$ cat config.mk
export PLATFORM = sky130hd
export DESIGN_NAME = interrupt_controller_n
export DESIGN_NICKNAME = d
export VERILOG_FILES = /design/src/rtl/interrupt_controller_n.sv
export SDC_FILE = /design/constraint.sdc
export NUM_CORES = 1
export LEC_CHECK = 0
export ABC_AREA = 0
export BUFFER_PORTS_ARGS = -buffer_cell sky130_fd_sc_hd__buf_2
export CAP_MARGIN = 40
export CORE_ASPECT_RATIO = 1.1
export CORE_MARGIN = 3
export CORE_UTILIZATION = 45
export DETAILED_ROUTE_END_ITERATION = 6
export GPL_ROUTABILITY_DRIVEN = 0
export PLACE_DENSITY_LB_ADDON = 0.1
export SETUP_SLACK_MARGIN = 0.5
export SLEW_MARGIN = 20
export SYNTH_ARGS = -nofsm -noshare
export SYNTH_HDL_FRONTEND = slang
export SYNTH_SLANG_ARGS = --single-unit
$ cat constraint.sdc
create_clock -name clock_i -period 2.1 [get_ports clock_i]
set_input_delay 0.105 -clock clock_i [delete_from_list [all_inputs] [get_ports clock_i]]
set_output_delay 0.105 -clock clock_i [all_outputs]
set_load 0.05 [all_outputs]
$ cat src/rtl/interrupt_controller_n.sv
// Interrupt controller for the 8051 core: edge/level capture, two-level priority
// arbitration, in-service tracking with high-over-low preemption and RETI unwinding.
module interrupt_controller_n #(
    parameter int         NUM_SRC    = 5,
    parameter logic [7:0] VEC_BASE   = 8'h03,
    parameter logic [7:0] VEC_STRIDE = 8'h08
) (
    input  logic               clock_i,
    input  logic               reset_i,
    input  logic               int_en_i,
    input  logic [NUM_SRC-1:0] src_req_i,
    input  logic [NUM_SRC-1:0] src_mask_i,
    input  logic [NUM_SRC-1:0] src_prio_i,
    input  logic [NUM_SRC-1:0] src_edge_i,
    input  logic               int_ack_i,
    input  logic               int_reti_i,
    output logic               int_o,
    output logic [7:0]         int_vec_o,
    output logic [NUM_SRC-1:0] int_sel_o,
    output logic [NUM_SRC-1:0] pending_o,
    output logic [1:0]         in_service_o
);

    logic [NUM_SRC-1:0] src_prev_q, src_prev_d;
    logic [NUM_SRC-1:0] pending_q, pending_d;
    logic               int_q, int_d;
    logic [7:0]         int_vec_q, int_vec_d;
    logic [NUM_SRC-1:0] int_sel_q, int_sel_d;
    logic [1:0]         in_service_q, in_service_d;

    logic [NUM_SRC-1:0] new_edge;
    logic [NUM_SRC-1:0] req;
    logic [NUM_SRC-1:0] elig;
    logic [NUM_SRC-1:0] elig_hi;
    logic [NUM_SRC-1:0] elig_lo;
    logic [NUM_SRC-1:0] grp;
    logic [NUM_SRC-1:0] win_oh;
    logic               win_hi;
    logic               found;
    logic               allowed;
    logic               ack_fire;
    logic [7:0]         win_vec;
    logic [7:0]         vec_tab [NUM_SRC];

    // Vector table is constant; the multiply wraps modulo 256 by construction.
    for (genvar gi = 0; gi < NUM_SRC; gi++) begin : g_vec
        assign vec_tab[gi] = VEC_BASE + VEC_STRIDE * 8'(gi);
    end

    always_comb begin
        new_edge = src_edge_i & src_req_i & ~src_prev_q;
        req      = (src_edge_i & pending_q) | (~src_edge_i & src_req_i);
        elig     = req & src_mask_i & {NUM_SRC{int_en_i}};
        elig_hi  = elig & src_prio_i;
        elig_lo  = elig & ~src_prio_i;
        win_hi   = |elig_hi;
        grp      = win_hi ? elig_hi : elig_lo;

        win_oh  = '0;
        win_vec = 8'h00;
        found   = 1'b0;
        for (int i = 0; i < NUM_SRC; i++) begin
            if (grp[i] && !found) begin
                win_oh[i] = 1'b1;
                win_vec   = vec_tab[i];
                found     = 1'b1;
            end
        end

        // A running high-level ISR blocks everything; a low-level one admits only high.
        allowed = found & ~in_service_q[1] & (~in_service_q[0] | win_hi);
        ack_fire = int_ack_i & int_q;

        src_prev_d = src_req_i;
        // A fresh edge in the ack cycle is OR-ed last so it survives the clear.
        pending_d  = (pending_q & ~(ack_fire ? (int_sel_q & src_edge_i) : '0)) | new_edge;

        in_service_d = in_service_q;
        if (int_reti_i) begin
            if (in_service_d[1]) in_service_d[1] = 1'b0;
            else                 in_service_d[0] = 1'b0;
        end
        if (ack_fire) begin
            if (|(int_sel_q & src_prio_i)) in_service_d[1] = 1'b1;
            else                           in_service_d[0] = 1'b1;
        end

        int_d     = allowed & ~int_ack_i;
        int_vec_d = allowed ? win_vec : 8'h00;
        int_sel_d = allowed ? win_oh : '0;
    end

    always_ff @(posedge clock_i) begin
        if (reset_i) begin
            src_prev_q   <= '0;
            pending_q    <= '0;
            int_q        <= 1'b0;
            int_vec_q    <= 8'h00;
            int_sel_q    <= '0;
            in_service_q <= 2'b00;
        end else begin
            src_prev_q   <= src_prev_d;
            pending_q    <= pending_d;
            int_q        <= int_d;
            int_vec_q    <= int_vec_d;
            int_sel_q    <= int_sel_d;
            in_service_q <= in_service_d;
        end
    end

    assign int_o        = int_q;
    assign int_vec_o    = int_vec_q;
    assign int_sel_o    = int_sel_q;
    assign pending_o    = pending_q;
    assign in_service_o = in_service_q;

endmodule

==> flow_summary.yaml, run 1 <==
status:
  status: "completed"
placed_design:
  dpl.cell_count: 174
  io_buffers: 42
  pre_cts_ws_ns: 0.4466
  place_hpwl_mm: 2.008
power_and_ir_drop:
  clkPwrFrac: 0.234
  power_frac_comb: 0.276
  sw_frac_of_total: 0.3471
  p_leak_nw: 0.6141
  p_sw_uw: 304.5
  p_int_uw: 572.7
  powerDensity_nw_per_um2: 632.2
  pwr-share-seq: 0.490
  power_uw: 877.2
  ir_drop_mv: 0.5144
sta:
  setup_slack_ns: 0.3478
  hold_violations: 0
  rsz0062_at_grt: "true"
  final-setup-viol-count: 0
  fin_tns_setup_ns: 0
  hold_slack_ns: 0.01947
  min_period_ns: 1.752
  clock_skew_ns: 0.006907
  period_share: 0.8344
  max_freq_mhz: 570.7
  drv_slew: 0
global_routing:
  track_usage: 0.2145
  grt_overflow: 0
  gr-usage-met3: 0.03485
  met2_usage: 0.3665
  met1_usage: 0.2512
  grt_first_pass_wirelength_mm: 4.733
  grt_pass1_vias: 1042
  busiest_layer: "met2"
  grt_max_degree: 15
  grt_antenna_before_repair: 0
clock_network:
  clockBufferDepth: 2
  cts_sinks: 21
  cts_tree: "yes"
  h-tree-depth: 1
  clk_pin_slew_ns: 0.12
  cts_buffers: 3
  cts-root-buf: "clkbuf_4"
  worst_skew_pair.late_latency_ns: 0.32
floorplanning:
  die_area_um2: 2861
  initial_core_util: 0.4918
  dieHeight_um: 55.81
  fp.dieW_um: 51.28
  ios: 46
  core-area_um2: 2063
  num_rows: 17
detailed_routing:
  postRouteAntennaNets: 0
  vias: 1031
  dr.pass1.iters: 4
  drt_iter0_drc: 23
  via_per_inst: 5.603
  drt_wl_total_mm: 2.819
  drc_errors: 0
  avgRoutedWirePerCell_um: 15.32
layout:
  most-common-layout-cells: "buf_2, dfxtp_1, nand2_1, a21oi_1, o21ai_0"
  final_common_cell: "buf_2"
  syn_to_final_growth_pct: 36.74
  fillers: 181
  nets: 182
  num_antenna_cells: 0
  layout-drive-gt1-share: 0.4808
  instances_no_fill: 184
critical_path:
  cp.arrival_ns: 2.01
  critPathMaxFanout: 5
  end_kind: "register"
  crit_path_start_kind: "register"
  critPathRequiredTime_ns: 2.36
  crit_type: "reg2reg"
yosys:
  ys_ff_latch: 21
  yosysSeqAreaShare: 0.4143
  synthCells: 108
  synth_cell_types: 34
  yosysWarnings: 0
  netlist_area_um2: 1015
  synth.avg_cell_area_um2: 9.396
job:
  cap_violations: 0
min_path:
  hp-class: "in2reg"
-- power by group through the flow --
stage	Combinational (mW)	Sequential (mW)	Clock, mW
global placement	0.219	0.436	0
finish	0.242	0.429	0.205
CTS	0.235	0.430	0.209
detailed placement	0.220	0.438	0
global route	0.257	0.433	0.228
floorplan	0.102	0.495	0
-- cell families after synthesis --
| kind of cell | after synthesis | synth area share |
|---|---|---|
| buffers and inverters | 7 | 0.04439 |
| AO/OA/AOI/OAI | 32 | 0.2158 |
| other | 1 | 0.003696 |
| flip-flops | 21 | 0.4143 |
| AND/OR/NAND/NOR | 42 | 0.2614 |
| multiplexers | 5 | 0.06042 |
-- sequential cells by signal (all words and copies together), names as in the netlist --
signal / cells
pending_o: 5
src_prev_q: 5
int_sel_o: 4
int_vec_o: 4
in_service_o: 2
int_o: 1
-- final timing paths --
path / from / endpoint / slack, ns / depth (start not counted)
max reg2reg: pending_o[2]$_SDFF_PP0_ / int_vec_o[5]$_SDFF_PP0_ / 0.35 / 5
max: pending_o[2]$_SDFF_PP0_ / int_vec_o[5]$_SDFF_PP0_ / 0.35 / 5
min reg2reg: src_prev_q[2]$_SDFF_PP0_ / pending_o[2]$_SDFF_PP0_ / 0.49 / 2
min: src_req_i[3] / src_prev_q[3]$_SDFF_PP0_ / 0.02 / 2
-- worst max-delay path, cell delays in order, from the launching register on --
cell	delay [ns]
dfxtp_4	0.36
mux2_4	0.25
and3_1	0.21
nor4_1	0.44
o21a_2	0.25
nor3b_2	0.17
-- synth_stat cells, drive strengths merged --
master    n  share of area
buf       5          0.037
a22oi     1         0.0074
o21ai    10          0.049
and3      3          0.018
a311o     1         0.0099
a21o      1         0.0074
a2111oi   4          0.047
conb      1         0.0037
a211oi    1         0.0074
nor4      2          0.012
nor3b     2          0.025
nor3      4          0.020
o211a     1         0.0099
o21a      2          0.016
clkbuf    1         0.0037
mux2i     2          0.020
inv       1         0.0037
nor2      5          0.026
o211ai    1         0.0074
a21oi     9          0.044
and4      3          0.033
nand2     9          0.033
mux2      3          0.041
nand3b    6          0.044
nor2b     6          0.037
nand4     1         0.0062
or3       1         0.0062
dfxtp    21           0.41
a222oi    1         0.0099
-- routing by layer --
metal / routed length (um) / vias up
li1: - / 496
met1: 1132 / 477
met2: 1403 / 49
met3: 199 / 9
met4: 84 / 0
met5: 0 / -
-- cell type report --
cell class                 instances  area [um2]  area share
sequential                        21       439.2      0.3165
tap                               28       35.03     0.02525
timing repair buffer              48       261.5      0.1885
clock buffer                       3       22.52     0.01623
clock inverter                     1       5.005    0.003607
inverter                           1       3.754    0.002705
multi-input combinational         82       620.6      0.4472
-- stage by stage --
| stage | cell area (um2) | util |
|---|---|---|
| floorplan | 1055 | - |
| global placement | 1259 | 0.6101 |
| detailed placement | 1259 | 0.6101 |
| CTS | 1356 | 0.6574 |
| global route | 1388 | 0.6725 |
| finish | 1388 | 0.6725 |
-- timing repair --
action	CTS	global route
setup endpoints to repair	8	9
gates resized for setup	8	5
hold endpoints to repair	1	0
pin swaps	7	8
cloned	0	0
hold buffers	1	0
setup buffers	3	2
No activity file was read; power rests on OpenSTA's default activity.
==> run 2: changes to the inputs <==
CORE_UTILIZATION = 41   (was 45)
clock period = 1.5 ns   (was 2.1 ns; I/O delays follow)
==> run 2 against run 1 <==
The run now ends with setup timing left. Die area rose by 8.6%. Via count rose by 4.8%. Count of clock-buffer cells in the layout did not move. Largest power group unchanged.
==> flow_summary.yaml, run 2 (synthesized netlist as in run 1, its figures left out) <==
power_and_ir_drop:
  ir_drop_mv: 0.8210
  power_mw: 1.295
  powerDensity_nw_per_um2: 770.9
  p_leak_nw: 0.7310
clock_network:
  worst_skew_pair.late_latency_ns: 0.31
  clockBufferDepth: 2
  cts_tree: "yes"
  cts_buffers: 3
  clk_pin_slew_ns: 0.12
  cts_sinks: 21
  cts-root-buf: "clkbuf_4"
  h-tree-depth: 1
critical_path:
  critPathMaxFanout: 5
  end_kind: "register"
  critPathRequiredTime_ns: 1.71
  cp_slowest_stage_delay_ns: 0.37
  path_delay_family: "simple AND/OR/NAND/NOR gates"
  r2r_cells: 6
  cp.arrival_ns: 1.85
  crit_type: "reg2reg"
  cp_num_buf_inv: 1
  crit_cells: 6
  crit_path_start_kind: "register"
  crit_slowest_cell: "or3_1"
  crit_chain: "mux2_4 -> and4_4 -> or3_1 -> o211ai_1 -> buf_4 -> nor3_2"
min_path:
  min_path_cells: 2
  hp-class: "in2reg"
layout:
  syn_to_final_growth_pct: 65.60
  stdcell_area_um2: 1680
  most-common-layout-cells: "buf_2, buf_4, buf_6"
  instances_no_fill: 205
  final_common_cell: "buf_2"
  final_util: 0.7315
  nets: 201
  layout-drive-gt1-share: 0.6171
  num_antenna_cells: 0
global_routing:
  grt_first_pass_wirelength_mm: 4.836
  grt_antenna_before_repair: 0
  grt_overflow: 0
  track_usage: 0.2131
  grt_pass1_vias: 1076
  grt_max_degree: 15
detailed_routing:
  avgRoutedWirePerCell_um: 14.92
  drt_iter0_drc: 19
  drt_wl_total_mm: 3.059
  postRouteAntennaNets: 0
  drc_errors: 0
  via_per_inst: 5.273
  vias: 1081
  dr.pass1.iters: 4
placed_design:
  dpl.cell_count: 192
  place_hpwl_mm: 2.191
  dpl-instance-area_um2: 1413
  io_buffers: 42
  pre_cts_ws_ns: -0.1712
sta:
  setup_slack_ns: -0.1423
  hold_violations: 0
  hold_slack_ns: 0.005489
  rsz0062_at_grt: "true"
  period_share: 1.095
  drv_slew: 0
  clock_skew_ns: 0.0005952
  min_period_ns: 1.642
  fin_tns_setup_ns: -0.9244
  final-setup-viol-count: 9
  max_freq_mhz: 608.9
floorplanning:
  die_area_um2: 3109
  dieHeight_um: 58.18
  initial_core_util: 0.4417
  num_rows: 18
  fp.dieW_um: 53.44
  core-area_um2: 2297
  ios: 46
status:
  violations: "setup timing"
  status: "finished with violations"
job:
  cap_violations: 0
-- run 2: cell types whose count changed in the layout (fill, tap and decap cells not counted), sizes merged --
cell and change:
buf +18, dlygate4sd3 +1
-- run 2: final cells by class --
cell class                 instances  area (um2)
inverter                           1       3.754
tap                               30       37.54
multi-input combinational         82       644.4
fill                             183       616.8
timing repair buffer              67       510.5
sequential                        21       456.7
clock inverter                     1       5.005
clock buffer                       3       22.52
-- run 2: report_power, final --
part	internal (mW)	switching [mW]	total [mW]
clock	0.0997	0.178	0.277
sequential	0.583	0.0166	0.599
combinational	0.179	0.240	0.419
-- run 2: final timing paths --
check | to | from | slack (ns)
setup / recovery | int_sel_o[3]$_SDFF_PP0_ | pending_o[2]$_SDFF_PP0_ | -0.14
hold / removal | src_prev_q[2]$_SDFF_PP0_ | src_req_i[2] | 0.005
setup reg to reg | int_sel_o[3]$_SDFF_PP0_ | pending_o[2]$_SDFF_PP0_ | -0.14
hold reg to reg | pending_o[1]$_SDFF_PP0_ | src_prev_q[1]$_SDFF_PP0_ | 0.49
-- run 2: timing repair --
| action | CTS | global route |
|---|---|---|
| endpoints found under the setup margin | 25 | 24 |
| buffers inserted | 4 | 3 |
| pin swaps | 5 | 8 |
| gates resized for setup | 33 | 22 |
| endpoints found under the hold margin | 2 | 0 |
| hold buffers | 2 | 0 |
-- run 2: per-layer routing --
layer | GRT usage | part of all wire | up-vias
li1 | - | - | 534
met3 | 0.03599 | 0.045 | 7
met5 | 0 | 0 | -
met2 | 0.3660 | 0.54 | 31
met1 | 0.2488 | 0.40 | 509
met4 | 0.1058 | 0.019 | 0
-- run 2: worst reg2reg max path, cell delays in order (launching register included) --
cell and delay (ns):
dfxtp_4 0.36, mux2_4 0.26, and4_4 0.18, or3_1 0.38, o211ai_1 0.16, buf_4 0.16
nor3_2 0.04
